[config.mk]
export PLATFORM = sky130hd
export DESIGN_NAME = stage_if_prefetch_flat
export DESIGN_NICKNAME = d
export VERILOG_FILES = /design/src/rtl/stage_if_prefetch_pkg.sv /design/src/rtl/stage_if_prefetch_if.sv /design/src/rtl/stage_if_prefetch_fifo.sv /design/src/rtl/stage_if_prefetch.sv /design/src/flat_wrapper.sv
export SDC_FILE = /design/constraint.sdc
export NUM_CORES = 1
export LEC_CHECK = 0
export CORE_MARGIN = 2
export CORE_UTILIZATION = 60
export CTS_CLUSTER_SIZE = 20
export DETAILED_ROUTE_END_ITERATION = 7
export PLACE_DENSITY = 0.9
export SYNTH_ARGS = -nofsm -noshare
export SYNTH_HDL_FRONTEND = slang
export SYNTH_SLANG_ARGS = --single-unit
[constraint.sdc]
create_clock -name clk -period 16 [get_ports clk]
set_input_delay 3.2 -clock clk [delete_from_list [all_inputs] [get_ports clk]]
set_output_delay 3.2 -clock clk [all_outputs]
set_load 0.01 [all_outputs]
[src/rtl/stage_if_prefetch_pkg.sv]
// Shared types and constants for the instruction-fetch prefetch stage.
package stage_if_prefetch_pkg;

  localparam logic [3:0]  CAUSE_INST_MISALIGNED   = 4'd0;
  localparam logic [3:0]  CAUSE_INST_ACCESS_FAULT = 4'd1;
  localparam logic [31:0] INST_NOP                = 32'h0000_0013;

  typedef enum logic {RUN, HALT} fetch_state_t;

  typedef struct packed {
    logic [31:0] pc;
    logic [31:0] inst;
    logic        trap_valid;
    logic [3:0]  cause;
    logic [31:0] tval;
  } fetch_entry_t;

  function automatic logic pc_aligned(input logic [31:0] pc, input int ialign);
    return (ialign == 16) ? !pc[0] : (pc[1:0] == 2'b00);
  endfunction

  function automatic fetch_entry_t trap_entry(input logic [31:0] pc, input logic [3:0] cause);
    fetch_entry_t e;
    e.pc         = pc;
    e.inst       = INST_NOP;
    e.trap_valid = 1'b1;
    e.cause      = cause;
    e.tval       = pc;
    return e;
  endfunction

endpackage

[src/rtl/stage_if_prefetch_if.sv]
// Fetch-stage bus: redirect input, instruction-memory handshake and decode-side output.
interface stage_if_prefetch_if;

  logic        redirect_valid;
  logic [31:0] redirect_pc;

  logic        imem_req_valid;
  logic        imem_req_ready;
  logic [31:0] imem_req_addr;
  logic        imem_rsp_valid;
  logic [31:0] imem_rsp_data;
  logic        imem_rsp_fault;

  logic        out_valid;
  logic        out_ready;
  logic [31:0] out_pc;
  logic [31:0] out_pcplus4;
  logic [31:0] out_inst;
  logic        out_trap_valid;
  logic [3:0]  out_trap_cause;
  logic [31:0] out_trap_tval;

  modport master (
    input  redirect_valid, redirect_pc,
    input  imem_req_ready, imem_rsp_valid, imem_rsp_data, imem_rsp_fault,
    input  out_ready,
    output imem_req_valid, imem_req_addr,
    output out_valid, out_pc, out_pcplus4, out_inst,
    output out_trap_valid, out_trap_cause, out_trap_tval
  );

  modport slave (
    output redirect_valid, redirect_pc,
    output imem_req_ready, imem_rsp_valid, imem_rsp_data, imem_rsp_fault,
    output out_ready,
    input  imem_req_valid, imem_req_addr,
    input  out_valid, out_pc, out_pcplus4, out_inst,
    input  out_trap_valid, out_trap_cause, out_trap_tval
  );

endinterface

[src/rtl/stage_if_prefetch_fifo.sv]
// First-word-fall-through FIFO with synchronous flush; depth need not be a power of two.
module fetch_fifo #(
  parameter type T     = logic [31:0],
  parameter int  DEPTH = 4
) (
  input  logic                         clk,
  input  logic                         rst,
  input  logic                         flush,
  input  logic                         push,
  input  T                             push_data,
  input  logic                         pop,
  output T                             head,
  output logic [$clog2(DEPTH+1)-1:0]   count
);

  localparam int PW = (DEPTH > 1) ? $clog2(DEPTH) : 1;
  localparam int CW = $clog2(DEPTH+1);

  T               mem [DEPTH];
  logic [PW-1:0]  rd_ptr, wr_ptr;
  logic           do_push, do_pop;

  function automatic logic [PW-1:0] ptr_inc(input logic [PW-1:0] p);
    return (p == PW'(DEPTH-1)) ? '0 : p + PW'(1);
  endfunction

  assign do_pop  = pop && (count != '0);
  // A push into a full FIFO is legal only when the head leaves in the same cycle.
  assign do_push = push && ((count != CW'(DEPTH)) || do_pop);
  assign head    = mem[rd_ptr];

  always_ff @(posedge clk) begin
    if (rst || flush) begin
      rd_ptr <= '0;
      wr_ptr <= '0;
      count  <= '0;
    end else begin
      if (do_push) wr_ptr <= ptr_inc(wr_ptr);
      if (do_pop)  rd_ptr <= ptr_inc(rd_ptr);
      count <= count + CW'(do_push) - CW'(do_pop);
    end
  end

  always_ff @(posedge clk) begin
    if (do_push && !flush) mem[wr_ptr] <= push_data;
  end

endmodule

[src/rtl/stage_if_prefetch.sv]
// Instruction-fetch stage: credit-limited prefetch into a FWFT entry FIFO, with
// redirect flushing, stale-response dropping and in-order trap delivery.
module stage_if_prefetch
  import stage_if_prefetch_pkg::*;
#(
  parameter int          DEPTH           = 4,
  parameter logic [31:0] RESET_PC        = 32'h0000_0000,
  parameter int          IALIGN          = 32,
  parameter int          MAX_OUTSTANDING = 2
) (
  input  logic                 clk,
  input  logic                 rst,
  stage_if_prefetch_if.master  bus
);

  localparam int CW = $clog2(DEPTH+1);
  localparam int OW = $clog2(MAX_OUTSTANDING+1);

  fetch_state_t  state;
  logic [31:0]   fetch_pc;
  logic [OW-1:0] drop_cnt;
  logic [OW-1:0] outstanding;
  logic [CW-1:0] fifo_cnt;
  logic [31:0]   pcq_head;
  fetch_entry_t  enq_entry, head;

  logic          aligned, can_issue, req_fire, rsp_accept, mis_trap, enq, deq;
  logic [OW:0]   drop_total, drop_redirect;

  assign aligned = pc_aligned(fetch_pc, IALIGN);

  assign can_issue = (state == RUN) && !bus.redirect_valid && (drop_cnt == '0) && aligned
                  && (outstanding < OW'(MAX_OUTSTANDING))
                  && ((int'(fifo_cnt) + int'(outstanding)) < DEPTH);

  assign bus.imem_req_valid = !rst && can_issue;
  assign bus.imem_req_addr  = fetch_pc;
  assign req_fire           = bus.imem_req_valid && bus.imem_req_ready;

  assign rsp_accept = bus.imem_rsp_valid && !bus.redirect_valid
                   && (drop_cnt == '0) && (outstanding != '0);

  // The misaligned trap waits until every older response has been enqueued.
  assign mis_trap = !rst && (state == RUN) && !aligned && !bus.redirect_valid
                 && (outstanding == '0) && (fifo_cnt < CW'(DEPTH));

  assign enq = rsp_accept || mis_trap;
  assign deq = bus.out_valid && bus.out_ready;

  always_comb begin
    enq_entry = '0;
    if (mis_trap) begin
      enq_entry = trap_entry(fetch_pc, CAUSE_INST_MISALIGNED);
    end else if (bus.imem_rsp_fault) begin
      enq_entry = trap_entry(pcq_head, CAUSE_INST_ACCESS_FAULT);
    end else begin
      enq_entry.pc   = pcq_head;
      enq_entry.inst = bus.imem_rsp_data;
    end
  end

  // Responses still owed by memory at a redirect become drops; a same-cycle
  // response is one of them and is consumed immediately.
  assign drop_total    = {1'b0, drop_cnt} + {1'b0, outstanding};
  assign drop_redirect = (bus.imem_rsp_valid && (drop_total != '0))
                       ? drop_total - (OW+1)'(1) : drop_total;

  always_ff @(posedge clk) begin
    if (rst) begin
      state    <= RUN;
      fetch_pc <= RESET_PC;
      drop_cnt <= '0;
    end else if (bus.redirect_valid) begin
      state    <= RUN;
      fetch_pc <= bus.redirect_pc;
      drop_cnt <= drop_redirect[OW-1:0];
    end else begin
      if (req_fire) fetch_pc <= fetch_pc + 32'd4;
      if (bus.imem_rsp_valid && (drop_cnt != '0)) drop_cnt <= drop_cnt - OW'(1);
      if ((rsp_accept && bus.imem_rsp_fault) || mis_trap) state <= HALT;
    end
  end

  // Addresses of accepted requests; its occupancy is the outstanding count.
  fetch_fifo #(
    .T     (logic [31:0]),
    .DEPTH (MAX_OUTSTANDING)
  ) u_pc_queue (
    .clk       (clk),
    .rst       (rst),
    .flush     (bus.redirect_valid),
    .push      (req_fire),
    .push_data (fetch_pc),
    .pop       (rsp_accept),
    .head      (pcq_head),
    .count     (outstanding)
  );

  fetch_fifo #(
    .T     (fetch_entry_t),
    .DEPTH (DEPTH)
  ) u_entry_fifo (
    .clk       (clk),
    .rst       (rst),
    .flush     (bus.redirect_valid),
    .push      (enq),
    .push_data (enq_entry),
    .pop       (deq),
    .head      (head),
    .count     (fifo_cnt)
  );

  assign bus.out_valid      = !rst && (fifo_cnt != '0);
  assign bus.out_pc         = head.pc;
  assign bus.out_pcplus4    = head.pc + 32'd4;
  assign bus.out_inst       = head.inst;
  assign bus.out_trap_valid = head.trap_valid;
  assign bus.out_trap_cause = head.cause;
  assign bus.out_trap_tval  = head.tval;

endmodule

[src/flat_wrapper.sv]
// flat-port wrapper written by rule: the top's interface ports become plain ports
module stage_if_prefetch_flat import stage_if_prefetch_pkg::*;
#(
  parameter int          DEPTH           = 4,
  parameter logic [31:0] RESET_PC        = 32'h0000_0000,
  parameter int          IALIGN          = 32,
  parameter int          MAX_OUTSTANDING = 2
)
  (clk, rst, bus_redirect_valid, bus_redirect_pc, bus_imem_req_ready, bus_imem_rsp_valid, bus_imem_rsp_data, bus_imem_rsp_fault, bus_out_ready, bus_imem_req_valid, bus_imem_req_addr, bus_out_valid, bus_out_pc, bus_out_pcplus4, bus_out_inst, bus_out_trap_valid, bus_out_trap_cause, bus_out_trap_tval);
  stage_if_prefetch_if bus_i ();
  input  logic clk;
  input  logic rst;
  input wire logic [$bits(bus_i.redirect_valid)-1:0] bus_redirect_valid;
  input wire logic [$bits(bus_i.redirect_pc)-1:0] bus_redirect_pc;
  input wire logic [$bits(bus_i.imem_req_ready)-1:0] bus_imem_req_ready;
  input wire logic [$bits(bus_i.imem_rsp_valid)-1:0] bus_imem_rsp_valid;
  input wire logic [$bits(bus_i.imem_rsp_data)-1:0] bus_imem_rsp_data;
  input wire logic [$bits(bus_i.imem_rsp_fault)-1:0] bus_imem_rsp_fault;
  input wire logic [$bits(bus_i.out_ready)-1:0] bus_out_ready;
  output wire logic [$bits(bus_i.imem_req_valid)-1:0] bus_imem_req_valid;
  output wire logic [$bits(bus_i.imem_req_addr)-1:0] bus_imem_req_addr;
  output wire logic [$bits(bus_i.out_valid)-1:0] bus_out_valid;
  output wire logic [$bits(bus_i.out_pc)-1:0] bus_out_pc;
  output wire logic [$bits(bus_i.out_pcplus4)-1:0] bus_out_pcplus4;
  output wire logic [$bits(bus_i.out_inst)-1:0] bus_out_inst;
  output wire logic [$bits(bus_i.out_trap_valid)-1:0] bus_out_trap_valid;
  output wire logic [$bits(bus_i.out_trap_cause)-1:0] bus_out_trap_cause;
  output wire logic [$bits(bus_i.out_trap_tval)-1:0] bus_out_trap_tval;
  assign bus_i.redirect_valid = bus_redirect_valid;
  assign bus_i.redirect_pc = bus_redirect_pc;
  assign bus_i.imem_req_ready = bus_imem_req_ready;
  assign bus_i.imem_rsp_valid = bus_imem_rsp_valid;
  assign bus_i.imem_rsp_data = bus_imem_rsp_data;
  assign bus_i.imem_rsp_fault = bus_imem_rsp_fault;
  assign bus_i.out_ready = bus_out_ready;
  assign bus_imem_req_valid = bus_i.imem_req_valid;
  assign bus_imem_req_addr = bus_i.imem_req_addr;
  assign bus_out_valid = bus_i.out_valid;
  assign bus_out_pc = bus_i.out_pc;
  assign bus_out_pcplus4 = bus_i.out_pcplus4;
  assign bus_out_inst = bus_i.out_inst;
  assign bus_out_trap_valid = bus_i.out_trap_valid;
  assign bus_out_trap_cause = bus_i.out_trap_cause;
  assign bus_out_trap_tval = bus_i.out_trap_tval;
  stage_if_prefetch #(.DEPTH(DEPTH), .RESET_PC(RESET_PC), .IALIGN(IALIGN), .MAX_OUTSTANDING(MAX_OUTSTANDING)) u_core (.clk(clk), .rst(rst), .bus(bus_i));
endmodule
**Word level (Yosys, flattened, before mapping)**

Memory sizes are Yosys's and may differ from the RTL's. A register that Yosys moved wholly into a read port is not among the register bits.
Cells that the tools add are included.

- Word-level logic and storage cells: 97
- Memories kept: 2
- Bits in registers: 46
- Bits of input ports: 71
- Memory bits (writable): 468

- Equality and inequality tests: 4
- Magnitude comparators: 3
- Bitwise operators: 1
- Reduce and logical (&&, ||, !) cells: 44
- $add $sub $neg: 14
- Muxes and demuxes: 20

Memory list:

| name | depth | width | read ports | clocked after memory_dff | wr ports | line | text |
|---|---|---|---|---|---|---|---|
| u_core.u_entry_fifo.mem | 4 | 101 | 1 | 1 | 1 | stage_if_prefetch_fifo.sv:19 | `T mem [DEPTH];` |
| u_core.u_pc_queue.mem | 2 | 32 | 1 | 1 | 1 | stage_if_prefetch_fifo.sv:19 |  |

Operator list:

| cell | count |
|---|---|
| $mux 101 | 1 |
| $mux 32 | 3 |
| $add 32x3->32 const B | 2 |
| $mux 37 | 1 |
| $lt 32x4->1 const B | 1 |
| $logic_and 1x1->1 | 26 |
| $mux 2 | 7 |
| $mux 1 | 8 |
| $reduce_bool 2->1 | 4 |
| $logic_not 2->1 | 3 |
| $reduce_bool 3->1 | 2 |
| $logic_or 1x1->1 | 5 |
| $add 2x1->2 const B | 2 |
| $add 3x2->4 | 1 |
| $eq 2x2->1 const B | 2 |
| $sub 2x1->2 const B | 2 |
| $add 2x2->3 | 1 |
| $add 3x1->3 | 1 |
| $logic_not 1->1 | 3 |
| $lt 3x3->1 const B | 1 |
| $ne 3x3->1 const B | 1 |
| $sub 3x1->3 | 1 |
| $add 1x1->1 const B | 2 |
| $add 2x1->2 | 1 |
| 5 further kinds | 5 |

**Longest topological paths before layout**

Gate-level depths: netlist of the first run.

- Depth after elaboration: 12
- Mapped depth: 15

**By module**

A second synthesis of the first run with hierarchy kept.

- Cells, all modules: 1251
- Area total of the unflattened synthesis: 21385.5 µm²

By module, submodules not included:

| module | cells each | times used | sequential area each (µm²) | area each (µm²) |
|---|---|---|---|---|
| fetch_fifo at u_core.u_entry_fifo | 576 | 1 | 12311.8 | 15048.2 |
| stage_if_prefetch | 551 | 1 | 700.7 | 3657.3 |
| fetch_fifo at u_core.u_pc_queue | 124 | 1 | 2021.9 | 2680.1 |

**Worst setup path before layout of the first run**

No wires, ideal clock.

- Kind: input-to-reg
- Start: in bus_redirect_valid
- End: mem u_core.u_entry_fifo.mem[0][0] (netlist name) (enable)
- Arrival: 6908 ps
- Path buffers: 1
- Library setup time: 468 ps
- Data required time: 15532 ps
- Slack: 8624 ps
- Stages on the path: 6
- Path through: clkbuf_1 -> nor4_1 -> nor4b_2 -> nor2_1 -> a31oi_1 -> and2_1

- Cells in the longest elaborated chain, start to end: 9
- Elaborated cells on any way between the ends: 12
- Those cells by class: 2 x mux; 10 x reduce/logical

Ends and longest elaborated chain:

| item | line | text |
|---|---|---|
| start: declaration | flat_wrapper.sv:13 | `input wire logic [$bits(bus_i.redirect_valid)-1:0] bus_redirect_valid;` |
| $logic_not 1->1 * | stage_if_prefetch_fifo.sv:45, stage_if_prefetch.sv:40, stage_if_prefetch.sv:44 |  |
| $logic_and 1x1->1, on equally long branches | stage_if_prefetch.sv:40, stage_if_prefetch.sv:44 |  |
| $logic_and 1x1->1, on equally long branches (2 in a row) | stage_if_prefetch.sv:41, stage_if_prefetch.sv:45 |  |
| $logic_or 1x1->1 | stage_if_prefetch.sv:47 | `assign enq = rsp_accept \|\| mis_trap;` |
| $logic_and 1x1->1 | stage_if_prefetch_fifo.sv:29 | `assign do_push = push && ((count != CW'(DEPTH)) \|\| do_pop);` |
| $logic_and 1x1->1 * | stage_if_prefetch_fifo.sv:45 | `if (do_push && !flush) mem[wr_ptr] <= push_data;` |
| $mux 1 * | stage_if_prefetch_fifo.sv:45 |  |
| $mux 1 (implied by the code) * | stage_if_prefetch_fifo.sv:45 |  |
| end: declaration | stage_if_prefetch_fifo.sv:19 |  |

Every way passes the cells marked *; elsewhere a longest branch is shown, timed or not.

**Final worst setup path of the first run**

- Start: in bus_redirect_valid
- End: out bus_imem_req_valid

- Cells in the longest elaborated chain, start to end: 7

Ends and longest elaborated chain:

| item | line | text |
|---|---|---|
| $logic_not 1->1 | stage_if_prefetch.sv:32 | `assign can_issue = (state == RUN) && !bus.redirect_valid && (drop_cnt == '0) && aligned` |
| $logic_and 1x1->1 (3 in a row) | stage_if_prefetch.sv:32 |  |
| $logic_and 1x1->1 | stage_if_prefetch.sv:33 | `&& (outstanding < OW'(MAX_OUTSTANDING))` |
| $logic_and 1x1->1 | stage_if_prefetch.sv:34 | `&& ((int'(fifo_cnt) + int'(outstanding)) < DEPTH);` |
| $logic_and 1x1->1 | stage_if_prefetch.sv:36 | `assign bus.imem_req_valid = !rst && can_issue;` |
| end: declaration | flat_wrapper.sv:20 | `output wire logic [$bits(bus_i.imem_req_valid)-1:0] bus_imem_req_valid;` |

No other way between the ends.

==> results.md, run 1 <==
* Status: finished, final reports clean
* Clock skew at roughly 0.013 ns
* #FFs+latches synth at 505
* Switching power at 561 uW
* CTS H-tree depth at 2
* Yosys warns at 0
* Clk slew on worst S/H paths at 0.06 ns
* Setup Viol. Count Final at 0
* Drt first pass iters at 6
* Row count at 67
* Max-cap violations at 0
* Initial detailed-routing violation count at around 940
* Worst hold margin at about 0.52 ns
* Switching Fraction at 0.204
* Sequential fraction of the synthesis area at 0.715
* Fraction of the mapped netlist area in simple logic gates at 0.0762
* Final wirelength at approximately 45000 um
* Slew Viols, Final at 0
* Fin crit share at 0.523
* Synth top area share at 0.667
* Mapped cell area at between 20000 and 25000 um^2
* Post-CTS setup-driven buffer insertion count at 0
* Reg power frac at 0.538
* Logic pwr share at 0.055
* DR WL/cell at about 23 um
* Synth Instances at 1194
* Max Freq at 120 MHz
* Most frequent cell after synthesis: edfxtp_1
* IO buf count at about 230
* DRC Markers at 0
* Synth Area in Adders at 0.0105
* Vias at roughly 12000
* Mapped Avg Cell Area at 17.2 um^2
* Largest net degree at the start of global routing at 73
* Share of cells above drive strength 1 at 0.137
* Final Hold Viols at 0
* First-pass GRT wire length at ~68000 um
* DIE HEIGHT at between 150 and 200 um
* GP Congestion at 0.837
* Area Growth Syn to Fin at 20.9%
* Vias in the first global route at approximately 12000
* Root Driver: clkbuf_16
* Core area at 33600 um^2
* Crit path DAT at 5.17 ns
* CP required at ~13 ns
* Tightest Hold Check Type: reg -> reg
* TritonCTS buffer count at 49
* CTS tree: yes
* Clk sinks at 505
* Slew @ Worst Pin at ~1.2 ns
* Post-synthesis mux area share at 0.127
* Synth cell types at 60
* Largest family of logic cells by synthesized area: multiplexers
* GRT overflow at 0
* Critical path endpoint category: output pin
* Worst vdd ir at between 0.0001 and 0.00015 V
* Die width at 189 um
* Vias per cell at 6.04
* Yosys top cell by area: edfxtp_1
* I/O Pins at about 240
* Final ANT Viol Nets at 0
* RSZ-0062 raised after global routing: no
* Synth Area in Compound Gates at 0.0322
* Clock share of power at 0.407
* Fin area at roughly 25000 um^2
* Die area at roughly 36000 um^2
* Main synth FF type: edfxtp_1
* PwrDens at approximately 110 nW/um^2
* Initial Utilization at 0.611
* Post-synth ARST share at 0
* DPL Wire Length at approximately 27000 um
* Worst-path maximum fanout at 34
* Flop2flop setup slack at roughly 12 ns
* Max clock buf depth at 3
* XOR/XNOR share of the synthesized area at 0.0188
* Element type at the critical path start: input port
* Internal power at around 2.2 mW
* Synth top cells by count: edfxtp_1 (456), mux4_2 (91), nand2_1 (77), and2_1 (70), nor2_1 (60)
* Nets@finish at about 1500
* Pre-CTS setup slack at between 7 and 8 ns
* Number of synthesized flops with an enable pin at roughly 460
* Final WS setup at approximately 7.6 ns
* Placed Area at roughly 23000 um^2
* Time the worst path needs with I/O delays and setup at approximately 8.4 ns
* Number of diodes at 0
* Antenna violations before repair at 0
* Pleak at between 7 and 8 nW
* Worst skew pair latency at about 0.56 ns
* Crit path kind: in -> out
* Slew margin rel. at 0.209
* Hold Buf Count CTS at 0
* Post-CTS sizing at 0
* Largest cells by area after synthesis: edfxtp_1 (67%), mux4_2 (10%), dfxtp_1 (4.8%)
* Setup TNS at 0 ns
* GRT Total Usage at 0.249
[power by group through the flow]
stage               clock, mW  combinational, mW  sequential (mW)
floorplan                   0             0.0736             1.50
global placement            0              0.143             1.50
detailed placement          0              0.148             1.50
CTS                      1.13              0.150             1.48
global route             1.18              0.161             1.48
finish                   1.12              0.150             1.48
[kinds of logic after synthesis]
group / after synthesis
AOI/OAI and AO/OA: 110
xor gates and xnor gates: 44
adders and majority gates: 16
buffers and inverters: 89
DFF: 505
muxes: 137
other: 1
and+or+nand+nor: 292
[area by class of cell]
class                           count  area (um^2)
Fill cell                        1887         8790
Timing Repair Buffer              249         2450
Clock inverter                     21          155
Tap cell                          448          561
Inverter                           21         78.8
Clock buffer                       69         1430
Multi-Input combinational cell    602         5470
Sequential cell                   505        14700
[registers in the layout, summed over array words and instances (netlist names), 2 cells and up, named ones only]
register and flops:
u_core.u_pc_queue.mem 64, u_core.u_entry_fifo.mem 392, u_core.drop_cnt 2, u_core.u_entry_fifo.wr_ptr 2, u_core.u_pc_queue.count 2, u_core.u_entry_fifo.count 3, u_core.u_entry_fifo.rd_ptr 2, u_core.bus.imem_req_addr 32
[critical path, stage by stage]
cell,delay (ns)
clkdlybuf4s50_1,0.40
buf_4,0.24
nor4_1,0.36
and4_1,0.35
clkdlybuf4s50_1,0.60
[worst paths after layout]
path	start	end	cells after the start
worst max register to register	u_core.u_entry_fifo.count[2]	u_core.u_entry_fifo.mem[2][29]	7
worst max-delay path	bus_redirect_valid	bus_imem_req_valid	5
worst min-delay path	u_core.state	u_core.state	2
worst min register to register	u_core.state	u_core.state	2
[routing by layer]
| metal | routed length, um | vias up | global-route usage |
|---|---|---|---|
| met5 | 0 | - | 0 |
| li1 | - | 5114 | - |
| met4 | 1060 | 0 | 0.0742 |
| met2 | 22200 | 632 | 0.415 |
| met3 | 3740 | 73 | 0.0447 |
| met1 | 17600 | 5756 | 0.342 |
[stage by stage]
step	instances	power (mW)	util
after floorplan	1196	1.57	-
after global placement	1825	1.64	0.692
after detailed placement	1825	1.65	0.692
after CTS	1915	2.76	0.739
after global routing	1915	2.82	0.739
final	1915	2.74	0.739
[layout by cell type, fill, tap and decap left out, types with 7 or more instances in the layout]
cell	Yosys	final
ha_1	14	14
xor2_1	18	18
edfxtp_1	456	456
buf_4	6	15
dfxtp_1	49	46
clkdlybuf4s50_1	0	234
mux4_2	91	91
nor2_1	60	58
a31oi_1	17	17
a21oi_1	17	17
nand2_1	77	77
clkinv_1	0	7
xnor2_1	26	26
nand4_1	10	10
clkbuf_1	43	11
clkbuf_16	0	52
nand3_1	20	20
o21ai_0	47	47
and2_1	70	66
inv_1	20	20
and3_1	9	9
mux2i_1	39	39
clkinv_2	0	9
a211oi_1	7	7
No activity file was read; power rests on OpenSTA's default activity.
==> inputs of run 2 (changes only) <==
- CORE_UTILIZATION: 60 -> 56
- PLACE_DENSITY: 0.9 -> 0.85
- clock period: 16 -> 8.25 ns (I/O delays scaled with it)
==> run 2 against run 1 <==
Compared with the run above: worst hold slack worse by 0.031 ns; non-clock buffer count is 2 higher; clock-buffer cell count is 12 lower; total power is 97% higher; sequential power is 93% higher; routed wire length is 3.9% higher; worst setup slack worse by 5.6 ns; global-route usage is 0.57 points lower; sequential cell count stayed put; clock skew is 0.00081 ns lower; final cell count is 1.0% higher; largest power group unchanged; highest routed layer is now met5.
==> results.md, run 2 (synthesized netlist as in run 1, its figures left out) <==
* Status: finished, final reports clean (unchanged)
* Element type at the critical path start: flop (was input port)
* Max-cap violations at 0 (unchanged)
* Fin crit share at 0.750
* DPL Wire Length at 28600 um (was 26800 um)
* Slew margin rel. at 0.149 (was 0.209)
* Die width at 195 um (was 189 um)
* RSZ-0062 raised after global routing: no (unchanged)
* Crit-path slowest cell: nor4_2 (was clkdlybuf4s50_1)
* Antenna violations before repair at 1 (was 0)
* Reg-to-Reg End: u_core.u_entry_fifo.mem[2][83] (was u_core.u_entry_fifo.mem[2][29])
* Clk slew on worst S/H paths at 0.06 ns (about the same)
* Final Hold Viols at 0 (unchanged)
* Core area at 36300 um^2 (was 33600 um^2)
* Root Driver: clkbuf_16 (unchanged)
* Share of cells above drive strength 1 at 0.139 (was 0.137)
* First-pass GRT wire length at 70900 um (was 67700 um)
* GRT Total Usage at 0.244 (was 0.249)
* Worst-path maximum fanout at 45 (was 34)
* Stages on worst setup path at 8 (was 5)
* CTS tree: yes (unchanged)
* Largest net degree at the start of global routing at 73 (unchanged)
* PwrDens at 217 nW/um^2 (was 110 nW/um^2)
* Pre-CTS setup slack at 2.24 ns (was 7.66 ns)
* Worst vdd ir at 0.000150 V (was 0.000104 V)
* CTS H-tree depth at 2 (unchanged)
* Final ANT Viol Nets at 0 (unchanged)
* Setup Viol. Count Final at 0 (unchanged)
* Pleak at 8.01 nW (was 7.99 nW)
* Most common cell after layout, fill and taps aside: edfxtp_1 (unchanged)
* Biggest register: u_core.u_entry_fifo.mem (unchanged)
* Crit path DAT at 4.54 ns (was 5.17 ns)
* IO buf count at 234 (unchanged)
* DIE HEIGHT at 195 um (was 189 um)
* DRC Markers at 0 (unchanged)
* Crit path kind: reg -> out (was in -> out)
* Drt first pass iters at 6 (unchanged)
* CP required at 6.60 ns (was 12.80 ns)
* Row count at 70 (was 67)
* Slew @ Worst Pin at 1.26 ns (was 1.17 ns)
* Final wirelength at 46300 um (was 44600 um)
* R2R depth at 7 (unchanged)
* Critical path endpoint category: output pin (unchanged)
* Post-CTS sizing at 0 (unchanged)
* GRT overflow at 0 (unchanged)
* Max Freq at between 150 and 200 MHz
* Max incr delay on CP at 0.82 ns (was 0.60 ns)
* Most frequent cells in the layout: edfxtp_1 (456), clkdlybuf4s50_1 (234), mux4_2 (91) (unchanged)
* Slew Viols, Final at 0 (unchanged)
* Clock skew at 0.0120 ns (was 0.0129 ns)
* Max clock buf depth at 3 (unchanged)
* I/O Pins at 238 (unchanged)
* GP Congestion at 0.836 (was 0.837)
* End of the critical path: bus_out_pcplus4[29] (was bus_imem_req_valid)
* Area Growth Syn to Fin at 21.3% (was 20.9%)
* Nets@finish at 1516 (was 1515)
* Die area at 38200 um^2 (was 35700 um^2)
* Vias at 11800 (was 11600)
* Crit-path cells: buf_4 -> mux4_2 -> nand3_1 -> nor4_2 -> nand4_1 -> nor2_1 -> xor2_1 -> clkdlybuf4s50_1 (was clkdlybuf4s50_1 -> buf_4 -> nor4_1 -> and4_1 -> clkdlybuf4s50_1)
* TritonCTS buffer count at 48 (was 49)
* CP bufs+invs at 2 (was 3)
* Tightest Hold Check Type: reg -> reg (unchanged)
* Clk sinks at 505 (unchanged)
* Hold Buf Count CTS at 0 (unchanged)
* Vias in the first global route at 12000 (was 11700)
* Number of flip-flops under the largest register name at 392 (unchanged)
* Post-CTS setup-driven buffer insertion count at 0 (unchanged)
* Worst flop-to-flop path startpoint: u_core.state (was u_core.u_entry_fifo.count[2])
* Number of diodes at 0 (unchanged)
* Initial Utilization at 0.565 (was 0.611)
* Top Family by Delay on Critical Path: simple AND/OR/NAND/NOR gates (was buffers and inverters)
* Vias per cell at 6.08 (was 6.04)
* Initial detailed-routing violation count at 1123 (was 941)
* Fillers at 2249 (was 1887)
* DR WL/cell at 23.9 um (was 23.3 um)
* Flop2flop setup slack at 4.29 ns (was 11.96 ns)
* Final WS setup at 2.06 ns (was 7.63 ns)
* Worst skew pair latency at 0.55 ns (was 0.56 ns)
* Setup TNS at 0 ns (unchanged)
* Time the worst path needs with I/O delays and setup at about 6.2 ns
run 2: how the worst min path moves through the flow:
stage | to | start | depth (start not counted) | slack [ns]
6_report | flop | u_core.u_entry_fifo.rd_ptr[1] | 2 | 0.49
5_1_grt | flop | u_core.u_entry_fifo.rd_ptr[1] | 2 | 0.52
4_1_cts | flop | u_core.u_entry_fifo.rd_ptr[1] | 2 | 0.50
3_5_place_dp | u_core.state | u_core.state | 2 | 0.47
3_3_place_gp | flop | u_core.u_entry_fifo.rd_ptr[1] | 2 | 0.46
2_1_floorplan | u_core.state | u_core.state | 2 | 0.44
run 2: report_power, final:
part	total [mW]	switching (mW)	internal, mW
Sequential	2.86	0.0333	2.83
Combinational	0.295	0.157	0.138
Clock	2.24	0.908	1.33
Total	5.40	1.10	4.30
run 2: metal layers:
metal | part of all wire | wire, um | vias up | GRT usage
li1 | - | - | 5127 | -
met1 | 0.39 | 18200 | 5974 | 0.338
met2 | 0.51 | 23500 | 594 | 0.406
met3 | 0.079 | 3650 | 65 | 0.0413
met4 | 0.020 | 942 | 2 | 0.0633
met5 | 0.00060 | 28 | - | 0
run 2: metrics by stage:
stage,cell area [um^2],std cells,total power [mW],hold slack [ns],utilization
after global placement,23300,1847,3.20,0.460,0.641
after detailed placement,23300,1847,3.21,0.468,0.641
after floorplan,20500,1196,3.05,0.442,-
after global routing,24900,1935,5.54,0.518,0.685
final,24900,1935,5.40,0.489,0.685
after CTS,24900,1935,5.42,0.501,0.685
run 2: cell type report:
| type | count | area (um^2) | share of cell area |
|---|---|---|---|
| Tap cell | 468 | 586 | 0.0235 |
| Multi-Input combinational cell | 602 | 5480 | 0.220 |
| Clock inverter | 31 | 328 | 0.0132 |
| Sequential cell | 505 | 14700 | 0.590 |
| Clock buffer | 57 | 1290 | 0.0516 |
| Timing Repair Buffer | 251 | 2470 | 0.0992 |
| Inverter | 21 | 78.8 | 0.00316 |
run 2: tightest hold or removal path, cell delays in order (launching register included):
cell and delay, ns:
dfxtp_1 0.31, nand2_1 0.05, a21oi_1 0.07
